<file path="src/rtl/proc_microsequencer.sv">
// Hardwired multi-cycle control unit for the two-bus, 16-register datapath.
// Walks fetch / PC increment / decode / execute / writeback and drives every
// datapath control line from the registered state (plus ire fields where a
// step addresses registers). Holds no datapath state of its own.
module proc_microsequencer #(
  parameter bit         AUTO_START  = 1'b0,
  parameter logic [3:0] HALT_OPCODE = 4'hF
) (
  input  logic        clock,
  input  logic        reset_n,
  input  logic        start,
  input  logic [15:0] ire,
  output logic [15:0] rd_r_a,
  output logic [15:0] rd_r_b,
  output logic [15:0] wr_r,
  output logic [15:0] wr_r_a_b,
  output logic [1:0]  rd_t_a,
  output logic [1:0]  rd_t_b,
  output logic        rd_pc,
  output logic        rd_di,
  output logic        rd_ao,
  output logic        rd_do,
  output logic        wr_t1,
  output logic        wr_t2,
  output logic        wr_t2_a_b,
  output logic        wr_pc,
  output logic        wr_pc_a_b,
  output logic        wr_ao,
  output logic        wr_ao_a_b,
  output logic        wr_di,
  output logic        wr_do,
  output logic        wr_irf,
  output logic        wr_ire,
  output logic [2:0]  alu_op,
  output logic [1:0]  k_val,
  output logic        ALU_in_2_sel,
  output logic        mem_we,
  output logic        busy,
  output logic        halted,
  output logic        illegal
);

  typedef enum logic [3:0] {
    S_IDLE, S_F_AO, S_F_IR, S_F_INC, S_F_PC, S_DEC,
    S_EX, S_WB, S_LA, S_LR, S_LW, S_SA, S_SW, S_J, S_ILL, S_HALT
  } state_e;

  state_e state_q, state_d;

  logic [3:0]  opc;
  logic [15:0] rd_oh, rs1_oh, rs2_oh;

  assign opc    = ire[15:12];
  assign rd_oh  = 16'h0001 << ire[11:8];
  assign rs1_oh = 16'h0001 << ire[7:4];
  assign rs2_oh = 16'h0001 << ire[3:0];

  // State register; reset lands in IDLE, which decodes to all-zero outputs.
  always_ff @(posedge clock) begin
    if (!reset_n) state_q <= S_IDLE;
    else          state_q <= state_d;
  end

  // Next-state: linear fetch, opcode branch in DEC, every instruction returns to F_AO.
  always_comb begin
    state_d = state_q;
    case (state_q)
      S_IDLE:  if (start || AUTO_START) state_d = S_F_AO;
      S_F_AO:  state_d = S_F_IR;
      S_F_IR:  state_d = S_F_INC;
      S_F_INC: state_d = S_F_PC;
      S_F_PC:  state_d = S_DEC;
      S_DEC: begin
        // Halt check first so HALT_OPCODE may shadow any other opcode.
        if (opc == HALT_OPCODE)  state_d = S_HALT;
        else if (opc <= 4'h9)    state_d = S_EX;
        else if (opc == 4'hA)    state_d = S_LA;
        else if (opc == 4'hB)    state_d = S_SA;
        else if (opc == 4'hC)    state_d = S_J;
        else                     state_d = S_ILL;
      end
      S_EX:    state_d = S_WB;
      S_LA:    state_d = S_LR;
      S_LR:    state_d = S_LW;
      S_SA:    state_d = S_SW;
      S_WB, S_LW, S_SW, S_J, S_ILL: state_d = S_F_AO;
      S_HALT:  state_d = S_HALT;
      default: state_d = S_IDLE;
    endcase
  end

  // Moore output decode; anything not named for a state stays 0.
  always_comb begin
    rd_r_a = '0; rd_r_b = '0; wr_r = '0; wr_r_a_b = '0;
    rd_t_a = '0; rd_t_b = '0;
    rd_pc = 1'b0; rd_di = 1'b0; rd_ao = 1'b0; rd_do = 1'b0;
    wr_t1 = 1'b0; wr_t2 = 1'b0; wr_t2_a_b = 1'b0;
    wr_pc = 1'b0; wr_pc_a_b = 1'b0; wr_ao = 1'b0; wr_ao_a_b = 1'b0;
    wr_di = 1'b0; wr_do = 1'b0; wr_irf = 1'b0; wr_ire = 1'b0;
    alu_op = 3'b000; k_val = 2'b00; ALU_in_2_sel = 1'b0; mem_we = 1'b0;
    busy    = (state_q != S_IDLE) && (state_q != S_HALT);
    halted  = (state_q == S_HALT);
    illegal = (state_q == S_ILL);
    case (state_q)
      S_F_AO: begin rd_pc = 1'b1; wr_ao = 1'b1; wr_ao_a_b = 1'b1; end
      S_F_IR: begin rd_ao = 1'b1; wr_irf = 1'b1; end
      S_F_INC: begin
        rd_pc = 1'b1; ALU_in_2_sel = 1'b1; k_val = 2'b01; wr_t1 = 1'b1;
      end
      S_F_PC: begin
        rd_t_a = 2'b01; wr_pc = 1'b1; wr_pc_a_b = 1'b1; wr_ire = 1'b1;
      end
      S_EX: begin
        rd_r_a = rs1_oh;
        wr_t1  = 1'b1;
        if (!opc[3]) begin
          rd_r_b = rs2_oh;
          alu_op = opc[2:0];
        end else begin
          // INC (8) adds +1, DEC (9) adds FFFF
          ALU_in_2_sel = 1'b1;
          k_val        = opc[0] ? 2'b10 : 2'b01;
        end
      end
      S_WB: begin rd_t_a = 2'b01; wr_r = rd_oh; wr_r_a_b = rd_oh; end
      S_LA: begin rd_r_a = rs1_oh; wr_ao = 1'b1; wr_ao_a_b = 1'b1; end
      S_LR: begin rd_ao = 1'b1; wr_di = 1'b1; end
      S_LW: begin rd_di = 1'b1; wr_r = rd_oh; end
      S_SA: begin
        rd_r_a = rs1_oh; wr_ao = 1'b1; wr_ao_a_b = 1'b1;
        rd_r_b = rs2_oh; wr_do = 1'b1;
      end
      S_SW: begin rd_do = 1'b1; mem_we = 1'b1; end
      S_J:  begin rd_r_a = rs1_oh; wr_pc = 1'b1; wr_pc_a_b = 1'b1; end
      default: ;
    endcase
  end

endmodule

</file>
<file path="config.mk">
export PLATFORM = sky130hd
export DESIGN_NAME = proc_microsequencer
export DESIGN_NICKNAME = d
export VERILOG_FILES = /design/src/rtl/proc_microsequencer.sv
export SDC_FILE = /design/constraint.sdc
export NUM_CORES = 1
export LEC_CHECK = 0
export BUFFER_PORTS_ARGS = -buffer_cell sky130_fd_sc_hd__buf_2
export CAP_MARGIN = 40
export CORE_MARGIN = 2
export CORE_UTILIZATION = 42
export DETAILED_ROUTE_END_ITERATION = 8
export GPL_ROUTABILITY_DRIVEN = 1
export PLACE_DENSITY = 0.88
export RECOVER_POWER = 25
export SKIP_CTS_REPAIR_TIMING = 1
export SYNTH_ARGS = -nofsm -noshare
export SYNTH_HDL_FRONTEND = slang
export SYNTH_SLANG_ARGS = --single-unit
</file>
<file path="constraint.sdc">
create_clock -name clock -period 3 [get_ports clock]
set_input_delay 0.15 -clock clock [delete_from_list [all_inputs] [get_ports clock]]
set_output_delay 0.15 -clock clock [all_outputs]
set_load 0.02 [all_outputs]
</file>
==> impl_metrics.yaml <==
status:
  outcome: "complete, no violations"
place:
  gp_congestion: 0.8497
  dp.cells: 327
  port_buffers: 106
  hpwl_mm: 3.067
route:
  vias: 1753
  drc: 0
  finalWirelength_mm: 3.873
  wire_per_inst_um: 11.74
  vias_per_cell: 5.312
  dr.pass1.iters: 4
  dr.first_iter.drc_count: 138
  final_antenna_net_count: 0
grt:
  top_usage_layer: "met2"
  grt_pass1_vias: 1444
  grt_max_degree: 26
  overflow: 0
  grt_first_pass_wirelength_mm: 6.003
  use_met1_pct: 25.76
  groute.usage.overall_pct: 21.39
  antenna_found_initial: 0
  use_met3_pct: 3.493
  grtUsageMet2_pct: 39.68
synthesis:
  yosysTopAreaCellShare_pct: 12.62
  synth_fa_ha_area_share_pct: 0
  synth_area_um2: 1279
  syn_inst: 204
  synth_simple_gate_area_share_pct: 60.96
  synthTopCellsByCount: "nor2_1 (43), a21oi_1 (22), nand2_1 (19)"
  synthFlopType: "dfxtp_1"
  synth_area_per_cell_um2: 6.268
  synth-compound-area-share_pct: 18.79
  synth_xor_area_share_pct: 2.740
  yosys_warnings: 0
  synth_seq_cells: 4
  yosysTopAreaCell: "nor2_1"
  synth_enable_flop_cells: 0
  synth_top_family_by_area: "simple AND/OR/NAND/NOR gates"
  synthMuxAreaShare_pct: 0
  ys_types: 45
  synthArstFlopShare_pct: 0
  yosys.cell_count.top_type: "nor2_1"
  netlist_top_cells_area: "nor2_1 (13%), a21oi_1 (8.6%), dfxtp_1 (6.3%), buf_4 (5.9%), nand2_1 (5.6%)"
  yosysSeqAreaShare_pct: 6.262
critical_path:
  critical_path.cell_chain: "and3b_1 -> o21ai_2 -> a21oi_1 -> buf_2"
  max_stage_delay_ps: 820
  endpoint_kind: "output port"
  worstSetupPathType: "flip-flop to output port"
  critPathBufInv: 1
  critPathMaxFanout: 25
  cp_top_family: "flip-flops"
  cp.arrival_ps: 2150
  cpMaxStageDelayCell: "dfxtp_1"
  startpoint_type: "flip-flop"
  required_ps: 2850
layout:
  area_delta_synth_final_pct: 34.74
  regMostFlops: "state_q"
  reg_top3: "state_q (4)"
  diodes: 0
  fin_nets: 318
  largest_reg_flops: 4
  stdcell_count: 330
  drive_above_1_share_pct: 37.04
power:
  pwr-share-seq_pct: 26.2
  p_leak_nw: 0.8030
  p_sw_share_pct: 52.87
  switchingPower_uw: 214.7
  p_total_uw: 406.0
  combPwrFrac_pct: 57.3
  powerDensity_nw_per_um2: 235.7
  cellInternalPower_uw: 191.4
  clockPowerShare_pct: 16.4
  irDropWorstVdd_mv: 0.1741
timing:
  period_share_pct: 76.76
  tns_ps: 0
  setup_viol: 0
  hold_ws_ps: 194.9
  max_slew_margin_pct: 47.03
  post-route-min-period_ps: 2303
  clock_skew_ps: 0.04363
  drv_slew: 0
  hold_viol: 0
  rsz0062_at_grt: "no"
  max_slew.worst_pin.slew_ps: 793.5
  max_clock_freq_mhz: 434.3
die:
  die_h_um: 59.18
  die_area_um2: 3502
  initial_utilization_pct: 42.94
  die_w_um: 59.18
  core_um2: 2978
  num_io_pins: 112
  num_rows: 20
clocking:
  cts_tree: "yes"
  ctsHtreeMaxLevel: 1
  numClockSinks: 4
  insertion_delay_ps: 240
  cts_buffers: 3
  clkTransAtPathRegs_ps: 30
  cts_root_buffer: "clkbuf_4"
  clock_path_buffers: 2
min_path:
  hp-class: "input port to flip-flop"
run:
  cap_violations: 0
-- tightest hold or removal path, delay by kind of cell --
| kind | cells | cell delay, ps |
|---|---|---|
| buffers and inverters | 1 | 120 |
| AO/OA/AOI/OAI | 2 | 110 |
-- final cells by class --
cell class | count | area, um2
clock buffer | 3 | 22.52
fill | 288 | 1255
inverter | 1 | 3.754
multi-input combinational | 183 | 1065
sequential | 4 | 80.08
tap | 33 | 41.29
timing repair buffer | 106 | 510.5
-- logic make-up after synthesis --
group	Yosys count
AND/OR/NAND/NOR	136
buffers and inverters	21
flip-flops	4
XOR/XNOR	4
other	1
AO/OA/AOI/OAI	38
-- layer usage --
layer  part of all wire [%]  vias up
li1                       -      888
met1                     43      782
met2                     50       79
met3                    7.0        4
met4                   0.26        0
met5                      0        -
-- path summary, 6_finish.rpt --
kind	startpoint	end	slack (ps)	depth (start not counted)
worst max register to register	state_q[1]$_SDFFE_PN0P_	state_q[1]$_SDFFE_PN0P_	1310	3
worst min register to register	state_q[2]$_SDFFE_PN0P_	state_q[0]$_SDFFE_PN0P_	810	2
worst max-delay path	state_q[1]$_SDFFE_PN0P_	rd_r_a[5]	700	4
worst min-delay path	reset_n	state_q[2]$_SDFFE_PN0P_	190	3
-- cell usage in the layout (no fill, tap or decap), drive strengths merged, types with 6 or more instances in the layout --
cell type  synthesis  layout
buf               18      90
nor2              43      43
a21oi             22      22
nand2             19      19
clkbuf             2      19
nor3              13      13
nand2b            11      11
nand3              9       9
nor2b              8       8
o21ai              7       7
nor3b              6       6
-- power groups by stage --
stage	clock network [mW]	registers, mW	logic (mW)
2_1_floorplan	0	0.0705	0.216
3_3_place_gp	0	0.105	0.238
3_5_place_dp	0	0.107	0.241
4_1_cts	0.0700	0.107	0.241
5_1_grt	0.0733	0.112	0.256
6_report	0.0668	0.107	0.233
-- per-stage QoR --
step                cell area [um2]  worst slack, ps  util, %
global route                   1723            521.8    57.86
finish                         1723            697.2    57.86
floorplan                      1294             1176        -
global placement               1729            993.2    58.07
detailed placement             1729            976.1    58.07
CTS                            1752            720.7    58.82
Note: power is estimated with default switching activity, not from simulation.
